==> config.mk <==
export PLATFORM = sky130hd
export DESIGN_NAME = imem_fetch_ctrl
export DESIGN_NICKNAME = d
export VERILOG_FILES = /design/src/rtl/imem_pkg.sv /design/src/rtl/imem_fetch_fifo.sv /design/src/rtl/imem_fetch_ctrl.sv
export SDC_FILE = /design/constraint.sdc
export NUM_CORES = 1
export LEC_CHECK = 0
export CAP_MARGIN = 10
export CORE_ASPECT_RATIO = 0.9
export CORE_MARGIN = 8
export CORE_UTILIZATION = 50
export CTS_BUF_LIST = sky130_fd_sc_hd__clkbuf_4 sky130_fd_sc_hd__clkbuf_8 sky130_fd_sc_hd__clkbuf_16
export DETAILED_ROUTE_END_ITERATION = 8
export GPL_TIMING_DRIVEN = 0
export MAX_ROUTING_LAYER = met4
export PLACE_DENSITY = 0.81
export SLEW_MARGIN = 20
export SYNTH_ARGS = -nofsm -noshare
export SYNTH_HDL_FRONTEND = slang
export SYNTH_SLANG_ARGS = --single-unit
==> constraint.sdc <==
create_clock -name clk -period 11.2 [get_ports clk]
set_clock_uncertainty 0.05 [all_clocks]
set_input_delay 1.68 -clock clk [delete_from_list [all_inputs] [get_ports clk]]
set_output_delay 1.68 -clock clk [all_outputs]
set_load 0.02 [all_outputs]
==> src/rtl/imem_pkg.sv <==
// Shared types and constants for the instruction-memory fetch controller.
package imem_pkg;

  typedef enum logic [1:0] {
    ST_LOAD = 2'd0,
    ST_RUN  = 2'd1,
    ST_HALT = 2'd2
  } state_t;

  localparam int unsigned WORD_BYTES = 4;

  localparam logic [31:0] HALT_INSTR_DEF = 32'hFC00_0000;
  localparam logic [31:0] RESET_PC_DEF   = 32'h0000_0000;

endpackage

==> src/rtl/imem_fetch_fifo.sv <==
// Prefetch buffer: synchronous FIFO of {pc, instruction} entries.
// Clear has priority over push; the head is read combinationally.
module imem_fetch_fifo #(
  parameter  int unsigned WIDTH = 64,
  parameter  int unsigned DEPTH = 2,
  localparam int unsigned CNT_W = $clog2(DEPTH) + 1
) (
  input  logic             clk,
  input  logic             rst,
  input  logic             push,
  input  logic [WIDTH-1:0] din,
  input  logic             pop,
  input  logic             clear,
  output logic [CNT_W-1:0] count,
  output logic [WIDTH-1:0] head
);

  localparam int unsigned PTR_W = $clog2(DEPTH);

  logic [WIDTH-1:0] mem [DEPTH];
  logic [PTR_W-1:0] wptr;
  logic [PTR_W-1:0] rptr;
  logic [CNT_W-1:0] cnt;

  // Pointers and occupancy; DEPTH is a power of two so pointers wrap naturally.
  always_ff @(posedge clk) begin
    if (rst || clear) begin
      wptr <= '0;
      rptr <= '0;
      cnt  <= '0;
    end else begin
      if (push) wptr <= wptr + PTR_W'(1);
      if (pop)  rptr <= rptr + PTR_W'(1);
      cnt <= cnt + CNT_W'(push) - CNT_W'(pop);
    end
  end

  // Storage needs no reset: entries are only observed through a nonzero count.
  always_ff @(posedge clk) begin
    if (push && !clear && !rst) mem[wptr] <= din;
  end

  assign count = cnt;
  assign head  = mem[rptr];

endmodule

==> src/rtl/imem_fetch_ctrl.sv <==
// Instruction-memory sequencer: program load, sequential prefetch into a small
// buffer, valid/ready delivery to decode, redirect flush and HALT detection.
module imem_fetch_ctrl
  import imem_pkg::*;
#(
  parameter int unsigned          ADDR_W     = 32,
  parameter int unsigned          DATA_W     = 32,
  parameter logic [ADDR_W-1:0]    RESET_PC   = ADDR_W'(RESET_PC_DEF),
  parameter int unsigned          BUF_DEPTH  = 2,
  parameter logic [DATA_W-1:0]    HALT_INSTR = DATA_W'(HALT_INSTR_DEF)
) (
  input  logic              clk,
  input  logic              rst,
  input  logic              ld_valid,
  input  logic [ADDR_W-1:0] ld_addr,
  input  logic [DATA_W-1:0] ld_data,
  output logic              ld_ready,
  input  logic              ld_done,
  output logic [ADDR_W-1:0] mem_addr,
  output logic              mem_we,
  output logic [DATA_W-1:0] mem_wdata,
  input  logic [DATA_W-1:0] mem_rdata,
  input  logic              redirect,
  input  logic [ADDR_W-1:0] redirect_pc,
  output logic              if_valid,
  input  logic              if_ready,
  output logic [ADDR_W-1:0] if_pc,
  output logic [DATA_W-1:0] if_instr,
  output logic              halted
);

  localparam int unsigned ENT_W = ADDR_W + DATA_W;
  localparam int unsigned CNT_W = $clog2(BUF_DEPTH) + 1;
  localparam int unsigned OCC_W = CNT_W + 1;
  localparam logic [ADDR_W-1:0] ALIGN_MASK = ~ADDR_W'(WORD_BYTES - 1);

  state_t            state;
  state_t            state_nx;
  logic [ADDR_W-1:0] fetch_pc;
  logic [ADDR_W-1:0] fetch_pc_nx;
  logic [ADDR_W-1:0] last_addr;
  logic              inflight;
  logic              issue;
  logic              push;
  logic              pop;
  logic              clear;
  logic [OCC_W-1:0]  occ;
  logic [CNT_W-1:0]  count;
  logic [ENT_W-1:0]  head;
  logic [ADDR_W-1:0] head_pc;
  logic [DATA_W-1:0] head_instr;

  assign head_pc    = head[ENT_W-1 -: ADDR_W];
  assign head_instr = head[DATA_W-1:0];

  // State register; reset also drops any read still in flight.
  always_ff @(posedge clk) begin
    if (rst) begin
      state     <= ST_LOAD;
      fetch_pc  <= RESET_PC;
      inflight  <= 1'b0;
      last_addr <= '0;
    end else begin
      state     <= state_nx;
      fetch_pc  <= fetch_pc_nx;
      inflight  <= issue;
      last_addr <= mem_addr;
    end
  end

  // Next state, memory port, issue and handshake decisions.
  always_comb begin
    state_nx    = state;
    fetch_pc_nx = fetch_pc;
    mem_addr    = last_addr;
    mem_we      = 1'b0;
    issue       = 1'b0;
    clear       = 1'b0;
    if_valid    = 1'b0;
    pop         = 1'b0;
    occ         = OCC_W'(count) + OCC_W'(inflight);
    case (state)
      ST_LOAD: begin
        if (ld_valid) begin
          mem_we   = 1'b1;
          mem_addr = ld_addr & ALIGN_MASK;
        end
        if (ld_done) begin
          state_nx    = ST_RUN;
          fetch_pc_nx = RESET_PC;
        end
      end
      ST_RUN: begin
        if (redirect) begin
          // Redirect wins: flush, kill the returning read, no handshake, no issue.
          clear       = 1'b1;
          fetch_pc_nx = redirect_pc & ALIGN_MASK;
        end else begin
          if_valid = (count != '0);
          pop      = if_valid & if_ready;
          if (pop && (head_instr == HALT_INSTR)) begin
            state_nx = ST_HALT;
            clear    = 1'b1;
          end else if ((occ - OCC_W'(pop)) < OCC_W'(BUF_DEPTH)) begin
            issue       = 1'b1;
            mem_addr    = fetch_pc;
            fetch_pc_nx = fetch_pc + ADDR_W'(WORD_BYTES);
          end
        end
      end
      default: begin
      end
    endcase
  end

  // A read issued last cycle left its address in last_addr, which tags the data.
  assign push = inflight & (state == ST_RUN) & ~clear;

  imem_fetch_fifo #(
    .WIDTH (ENT_W),
    .DEPTH (BUF_DEPTH)
  ) u_fifo (
    .clk   (clk),
    .rst   (rst),
    .push  (push),
    .din   ({last_addr, mem_rdata}),
    .pop   (pop),
    .clear (clear),
    .count (count),
    .head  (head)
  );

  assign ld_ready  = (state == ST_LOAD);
  assign halted    = (state == ST_HALT);
  assign mem_wdata = ld_data;
  assign if_pc     = if_valid ? head_pc : '0;
  assign if_instr  = if_valid ? head_instr : '0;

endmodule
**Yosys cells after proc, flatten, opt, wreduce, memory -nomap -nowiden**

Memory sizes are Yosys's and may differ from the RTL's. A register that Yosys moved wholly into a read port is not among the register bits.
Index checks and enable logic that the tools add are counted.
W data, S select, Z words.

- $add $sub $neg: 7
- Order comparisons: 1
- Equality and inequality tests: 8
- Mux-type cells: 30
- Bitwise gates (word level): 5
- Reductions and logical operators: 12

Operators by type and width:

| kind | count |
|---|---|
| $mux W32 | 10 |
| $pmux W32 S2 | 2 |
| $add A32 B3 Y32 const B | 1 |
| $eq A32 B32 Y1 const B | 1 |
| $mux W1 | 14 |
| $reduce_and A4 Y1 | 2 |
| $mux W2 | 3 |
| $ne A3 B3 Y1 const B | 2 |
| $ne A2 B2 Y1 const B | 2 |
| $pmux W2 S2 | 1 |
| $reduce_bool A2 Y1 | 2 |
| $reduce_or A4 Y1 | 1 |
| $add A2 B1 Y3 | 1 |
| $and A1 B1 Y1 | 3 |
| $logic_and A1 B1 Y1 | 3 |
| $lt A3 B2 Y1 const B | 1 |
| $sub A3 B1 Y3 | 1 |
| $add A1 B1 Y1 const B | 2 |
| $add A2 B1 Y2 | 1 |
| $eq A2 B1 Y1 const B | 1 |
| $eq A2 B2 Y1 const B | 1 |
| $logic_not A1 Y1 | 2 |
| $logic_not A2 Y1 | 1 |
| $ne A2 B1 Y1 const B | 1 |
| 3 further kinds | 4 |

- Register bits: 71
- RAM bits: 128
- Bits of input ports: 134
- Output and inout port bits: 132
- Logic and storage cells: 71
- Memories: 1

Memories:

| memory | depth | bits a word | rd ports | clocked after memory_dff | write ports | RTL line | source |
|---|---|---|---|---|---|---|---|
| u_fifo.mem | 2 | 64 | 1 | 1 | 1 | imem_fetch_fifo.sv:20 | `logic [WIDTH-1:0] mem [DEPTH];` |

**Logic depth before layout (Yosys ltp)**

Gate-level depths: netlist of run 1.

- Depth after elaboration: 12
- Gate-level depth with buffers: 12
- Mapped depth without buffers: 10

**By module**

Synthesis of run 1 repeated with hierarchy kept, for this count alone.

- Cell total of the unflattened synthesis: 972
- Area, all modules: 10530.1 sq um

By module, submodules not included:

| module | times used | cells each | area each (sq um) | seq. area each (sq um) |
|---|---|---|---|---|
| imem_fetch_ctrl | 1 | 753 | 5391.4 | 1301.2 |
| imem_fetch_fifo | 1 | 219 | 5138.7 | 3943.8 |

**Worst setup path after synthesis of run 1**

OpenSTA, ideal clock, no wires.

- Kind: input to register
- From: input if_ready
- To: memory u_fifo.mem[1][0] (enable)
- Setup time: 578 ps
- Arrival: 6948 ps
- Required time: 10572 ps
- Slack: 3624 ps
- Stages on the path: 5
- Path buffers: 0
- Path through: o21ai_0 > a221oi_4 > nand2_1 > nand3_1 > nor3b_1

- Cells in the longest elaborated chain, start to end: 11

Ends and longest elaborated chain:

| element | RTL line | source |
|---|---|---|
| start: declaration | imem_fetch_ctrl.sv:26 | `input logic if_ready,` |
| $and A1 B1 Y1 * | imem_fetch_ctrl.sv:100 | `pop = if_valid & if_ready;` |
| $logic_and A1 B1 Y1 * | imem_fetch_ctrl.sv:101 | `if (pop && (head_instr == HALT_INSTR)) begin` |
| $mux W1 * | imem_fetch_ctrl.sv:101 |  |
| $mux W1 * | imem_fetch_ctrl.sv:94 | `if (redirect) begin` |
| $mux W1 * | imem_fetch_ctrl.sv:82 | `case (state)` |
| $not A1 Y1 | imem_fetch_ctrl.sv:117 | `assign push = inflight & (state == ST_RUN) & ~clear;` |
| $and A1 B1 Y1 | imem_fetch_ctrl.sv:117 |  |
| $logic_and A1 B1 Y1 * (2 in a row) | imem_fetch_fifo.sv:40 | `if (push && !clear && !rst) mem[wptr] <= din;` |
| $mux W1 * | imem_fetch_fifo.sv:40 |  |
| $mux W1 (implied by the code) * | imem_fetch_fifo.sv:40 |  |
| end: declaration | imem_fetch_fifo.sv:20 |  |

Every way passes the cells marked *; elsewhere a longest branch is shown, timed or not.

**Worst setup path in the final report of run 1**

- From: input if_ready
- To: output mem_addr[29]

- Cells in the longest elaborated chain, start to end: 7

Ends and longest elaborated chain:

| element | RTL line | source |
|---|---|---|
| $and A1 B1 Y1 * | imem_fetch_ctrl.sv:100 |  |
| $sub A3 B1 Y3 | imem_fetch_ctrl.sv:104 | `end else if ((occ - OCC_W'(pop)) < OCC_W'(BUF_DEPTH)) begin` |
| $lt A3 B2 Y1 | imem_fetch_ctrl.sv:104 |  |
| $mux W32 | imem_fetch_ctrl.sv:104 |  |
| $mux W32 * | imem_fetch_ctrl.sv:101 |  |
| $mux W32 * | imem_fetch_ctrl.sv:94 |  |
| $pmux W32 S2 * | imem_fetch_ctrl.sv:82 |  |
| end: declaration | imem_fetch_ctrl.sv:19 | `output logic [ADDR_W-1:0] mem_addr,` |

Marks and branches as above.

==> impl_metrics.ini, run 1 <==
[floorplan]
dieArea_um2 = 23680
rows = 48
dieHeight_um = 146.8
pin_count = 266
initial_core_util_pct = 50.22
core_um2 = 18920
die_x_um = 161.3

[setup_path]
cp-start-kind = primary input
worstSetupEndpointType = primary output
worstPathCellList = clkdlybuf4s50_1 > o21ai_0 > inv_1 > ha_1 > nand2b_1 > fa_1 > xnor2_1 > nand2_1 > a211oi_2 > buf_2 > nor3b_1 > or2_1 > clkdlybuf4s50_1
crit_slowest_cell = a211oi_2
r2r_slack_ns = 7.08
path_common_cell = clkdlybuf4s50_1
cp_max_fo = 10
cp.arrival_ns = 5.72
path_class = primary input to primary output
cp_slowest_stage_delay_ns = 0.63
crit_required_ns = 9.47

[placement]
place_hpwl_um = 22750
placed_area_um2 = 12230
post-place-ws_ns = 3.801
routabilityCongestion = 0.9651
place_inst = 1337
io_buffers = 228

[synth]
seq_area_frac_synth_pct = 55.20
synth_nets = 983
synth_edf_count = 128
yosysTopAreaCellShare_pct = 40.45
syn_area_um2 = 9502
async_flop_share_pct = 0
yosys_warnings = 0
synth_top_area_cell = edfxtp_1
synth_cell_types = 68
postSynthAreaPerCell_um2 = 11.26
yosysMostFrequentCell = edfxtp_1
ys_ff_latch = 198
synth_common_cells = edfxtp_1 (128), nor2_1 (96), dfxtp_1 (70), mux2i_1 (64), clkbuf_1 (41)
synthCells = 844
synth.area.top_cells = edfxtp_1 (40%), dfxtp_1 (15%), mux2i_1 (6.7%)
synthFlopType = edfxtp_1

[timing]
finalHoldViolations = 0
period_needed_ns = 7.447
setup_tns_ns = 0
relSlewSlack_pct = 36.29
fmax_ghz = 0.1343
rsz0062_at_grt = no
layout_setup_ws_ns = 3.753
fin_crit_sh_pct = 66.49
setup_violations = 0
drv_slew = 0
tightest_slew_ns = 0.9512

[layout]
utilization_pct = 67.92
nets = 1245
drive_gt1_share_pct = 9.830
stdcell_count = 1371
area_growth_pct = 35.23
fin_area_um2 = 12850

[clock_network]
root_buffer = clkbuf_16
htreeDepth = 4
clockBufferDepth = 2
cts.sinks = 198
cts_buffers = 17
clk_latency_ns = 0.45
cts-resized-gates = 0
cts.clk_slew.worst_paths_ns = 0.08
cts_setup_buffers = 0
holdBufCountCts = 0
cts_tree = done

[grt]
grt_pass1_wl_um = 44280
overflow = 0
grt_use_total_pct = 24.96
antenna_found_initial = 2
grt_max_degree = 22
grt_pass1_vias = 7866

[power_and_ir_drop]
p_per_area_nw_per_um2 = 124.3
peakVddDrop_mv = 0.1148
p_leak_nw = 4.453

[run_status]
status = completed

[routing]
wirelength_um = 29380
num_vias = 7992
drt_iter0_markers = 822
wire_per_inst_um = 21.43
drc_errors = 0
detail_route.vias_per_cell = 5.829
dr.pass1.iters = 6
ant_nets = 0

[job]
drv_cap = 0

[hold_path]
hold_class = register to register
==> critical path, delay by kind of cell <==
family | cells | cell delay [ns]
AND/OR/NAND/NOR | 4 | 0.63
XOR/XNOR | 1 | 0.22
buffers and inverters | 4 | 1.53
AO/OA/AOI/OAI | 2 | 0.96
adder cells (fa/ha/maj) | 2 | 0.68
==> kinds of logic (layout without fill, tap and decap cells) <==
group,after synthesis,in the layout,share of synthesized area [%]
other,0,2,0
flip-flops,198,198,55.20
multiplexers,65,65,6.861
AND/OR/NAND/NOR,295,295,16.67
XOR/XNOR,11,11,1.014
adder cells (fa/ha/maj),5,5,0.7375
buffers and inverters,98,373,5.478
AO/OA/AOI/OAI,172,172,14.04
==> per-stage QoR <==
step | total power [mW] | hold WS, ns
final | 1.597 | 0.4000
after global routing | 1.637 | 0.4073
after CTS | 1.599 | 0.3963
after detailed placement | 0.9980 | 0.3817
after global placement | 0.9944 | 0.3718
after floorplan | 0.9001 | 0.3675
==> registers in the layout, summed over array words and instances (netlist names), named ones only <==
name,flops
u_fifo.rptr,1
u_fifo.wptr,1
u_fifo.mem,128
last_addr,32
u_fifo.count,2
inflight,1
fetch_pc,30
state,2
==> worst paths after layout <==
check	start	to	cells after the start
hold / removal	last_addr[19]	u_fifo.mem[1][51]	0
setup reg to reg	u_fifo.count[1]	fetch_pc[5]	10
setup / recovery	if_ready	mem_addr[29]	13
hold reg to reg	last_addr[19]	u_fifo.mem[1][51]	0
==> area by class of cell <==
class	count	area, um^2
antenna	2	5.005
fill	1457	6070
inverter	13	48.80
clock buffer	17	425.4
tap	250	312.8
multi-input combinational	548	3752
sequential	198	5245
buffer	85	471.7
timing repair buffer	243	2410
clock inverter	15	177.7
==> metal layers <==
metal / vias to the layer above / GRT usage (%) / part of all wire, %
met3: 58 / 4.671 / 8.9
met4: 0 / 11.19 / 3.1
met1: 3821 / 31.05 / 40
met2: 463 / 39.23 / 48
li1: 3650 / - / -
met5: - / - / 0
==> power breakdown <==
group / total, mW / switching, mW / internal [mW] / leakage, nW
sequential: 0.797 / 0.0116 / 0.786 / 1.75
combinational: 0.186 / 0.0912 / 0.0948 / 2.42
clock: 0.613 / 0.311 / 0.302 / 0.290
==> cells in the final DEF (no fill, tap or decap), types with 5 or more instances in the layout <==
| cell | synthesis | layout |
|---|---|---|
| a21oi_1 | 12 | 12 |
| buf_4 | 33 | 44 |
| a221o_1 | 6 | 6 |
| nor2_1 | 96 | 96 |
| inv_1 | 13 | 13 |
| a32o_1 | 5 | 5 |
| nand4_1 | 8 | 8 |
| o21ai_0 | 19 | 19 |
| and3_1 | 12 | 12 |
| clkbuf_1 | 41 | 41 |
| nor3b_1 | 32 | 31 |
| a31oi_1 | 7 | 7 |
| nand2_1 | 38 | 38 |
| clkbuf_16 | 0 | 17 |
| buf_2 | 5 | 5 |
| buf_6 | 3 | 7 |
| and2_1 | 8 | 8 |
| a211oi_1 | 7 | 7 |
| clkinv_8 | 0 | 5 |
| clkdlybuf4s50_1 | 0 | 228 |
| o211ai_1 | 14 | 14 |
| nand2b_1 | 13 | 13 |
| o21a_1 | 31 | 31 |
| a31o_2 | 6 | 6 |
| or2_1 | 28 | 28 |
| a22o_1 | 32 | 32 |
| nand3_1 | 18 | 18 |
| dfxtp_1 | 70 | 70 |
| nor3_1 | 9 | 8 |
| edfxtp_1 | 128 | 128 |
| xnor2_1 | 8 | 8 |
| mux2i_1 | 64 | 64 |
| o31ai_1 | 8 | 8 |
(Power assumes the default switching activity.)
==> run 2: changes to the inputs <==
CORE_UTILIZATION = 44   (was 50)
PLACE_DENSITY = 0.75   (was 0.81)
clock period = 6.5 ns   (was 11.2 ns; I/O delays follow)
==> run 2 against run 1 <==
  * Via count fell by 2.2%
  * First-iteration DRC count fell by 21%
  * Sequential share of layout area fell by 0.19 points
  * Sequential cell count did not move
  * Non-clock buffer count fell by 5
  * Combinational power rose by 73%
  * Sequential power rose by 72%
  * Cell count rose by 2.5%
  * Total power rose by 73%
  * Critical endpoint is now mem_addr[31]
  * Largest cell class unchanged
  * Worst setup slack got worse by 3.3 ns
  * Clock power rose by 73%
  * Count of clock-buffer cells in the layout did not move
==> impl_metrics.ini, run 2 (synthesis results as in run 1) <==
[floorplan]
dieHeight_um = 155.4
dieArea_um2 = 26560
pin_count = 266
core_um2 = 21440
rows = 51
die_x_um = 170.9
initial_core_util_pct = 44.32

[power_and_ir_drop]
intPower_mw = 2.042
seqPwrFrac_pct = 49.9
peakVddDrop_mv = 0.1255
p_per_area_nw_per_um2 = 213.5
power.switching_mw = 0.7145
pwr-share-comb_pct = 11.7
p_leak_nw = 4.443
finalPower_mw = 2.756
pwr-share-clk_pct = 38.5
netSwitchingFraction_pct = 25.92

[grt]
grt_use_met3_pct = 3.622
met1_usage_pct = 28.86
grt_max_degree = 22
met2_usage_pct = 36.85
antenna_found_initial = 0
busiest_layer = met2
overflow = 0
grt_pass1_wl_um = 45170
grt_use_total_pct = 23.02
grt_pass1_vias = 7730

[clock_network]
cts.clk_slew.worst_paths_ns = 0.08
clk_latency_ns = 0.44
clockBufferDepth = 2
root_buffer = clkbuf_16
holdBufCountCts = 0
cts_tree = done
htreeDepth = 4
cts-resized-gates = 0
cts_setup_buffers = 0
cts.sinks = 198
cts_buffers = 17

[hold_path]
min-delay-start = last_addr[12]
min_to = u_fifo.mem[0][44]
min_path_cells = 0
hold_class = register to register

[setup_path]
worstSetupEndpointType = primary output
cp_max_fo = 10
worstPathCellList = clkdlybuf4s50_1 > o21ai_0 > inv_1 > ha_1 > nand2b_1 > fa_1 > xnor2_1 > nand2_1 > a211oi_2 > buf_2 > nor3b_1 > or2_1 > clkdlybuf4s50_1
r2r_slack_ns = 2.37
crit_required_ns = 5.47
path_buf_inv = 4
r2r_start = u_fifo.count[1]
path_common_cell = clkdlybuf4s50_1
cp.arrival_ns = 5.03
path_class = primary input to primary output
cp_slowest_stage_delay_ns = 0.57
reg2reg_depth = 11
cp_top_family = buffers and inverters
rr_endpoint = fetch_pc[31]
crit_slowest_cell = a211oi_2
cp-start-kind = primary input

[layout]
area_growth_pct = 35.86
regMostFlops = u_fifo.mem
regArea_um2 = 5245
utilization_pct = 60.21
fill_cells = 1791
final_cell_mix = clkdlybuf4s50_1 (228), edfxtp_1 (128), nor2_1 (96), dfxtp_1 (70), mux2i_1 (64)
reg_top3 = u_fifo.mem (128), last_addr (32), fetch_pc (30)
largest_reg_flops = 128
multi_input_area_um2 = 3765
drive_gt1_share_pct = 9.425
final_common_cell = clkdlybuf4s50_1
nets = 1240
antennaDiodeCount = 0

[placement]
place_hpwl_um = 23520
io_buffers = 228
routabilityCongestion = 0.9585
post-place-ws_ns = 0.5138

[routing]
detail_route.vias_per_cell = 5.562
wirelength_um = 30440
ant_nets = 0
drc_errors = 0
wire_per_inst_um = 21.66
drt_iter0_markers = 646
num_vias = 7814
dr.pass1.iters = 5

[run_status]
status = completed

[timing]
setup_violations = 0
tightest_slew_ns = 1.031
period_needed_ns = 6.052
rsz0062_at_grt = no
fmax_ghz = 0.1652
relSlewSlack_pct = 30.71
finalHoldViolations = 0
fin_crit_sh_pct = 93.11
worst_hold_slack_ns = 0.4008
drv_slew = 0
layout_setup_ws_ns = 0.4476

[job]
drv_cap = 0
==> run 2: worst max path at each step <==
stage          startpoint                end  slack [ns]  cells past startpoint
6_report         if_ready       mem_addr[31]        0.45                     13
5_1_grt          if_ready       mem_addr[31]        0.25                     13
4_1_cts          if_ready       mem_addr[31]        0.51                     13
3_5_place_dp     if_ready       mem_addr[31]        0.51                     13
3_3_place_gp     if_ready  u_fifo.mem[1][45]       -0.50                      6
2_1_floorplan    if_ready   u_fifo.mem[1][0]        1.89                      5
==> run 2: metrics by stage <==
| step | setup TNS, ns | std cells | instance area [um^2] |
|---|---|---|---|
| after CTS | 0 | 1405 | 12900 |
| after floorplan | 0 | 844 | 9512 |
| after global placement | -61.68 | 1363 | 12160 |
| final | 0 | 1405 | 12910 |
| after detailed placement | 0 | 1373 | 12300 |
| after global routing | 0 | 1405 | 12910 |
==> run 2: metal layers <==
metal	up-vias	part of all wire [%]
met5	-	0
met4	0	3.1
met3	49	7.6
met2	350	48
met1	3775	41
li1	3640	-
==> run 2: cell type report <==
cell class	instances	area share [%]
inverters	13	0.3780
flip-flops and latches	198	40.63
clock inverters	15	1.357
well taps	291	2.821
plain buffers	85	3.654
clock buffers	17	3.296
repair buffers	238	18.70
multi-input cells	548	29.17
==> run 2: power by group through the flow <==
stage / clock [mW] / sequential (mW) / combinational (mW)
4_1_cts: 1.07 / 1.37 / 0.321
3_5_place_dp: 0 / 1.40 / 0.320
3_3_place_gp: 0 / 1.40 / 0.316
5_1_grt: 1.12 / 1.38 / 0.340
2_1_floorplan: 0 / 1.39 / 0.157
6_report: 1.06 / 1.37 / 0.322
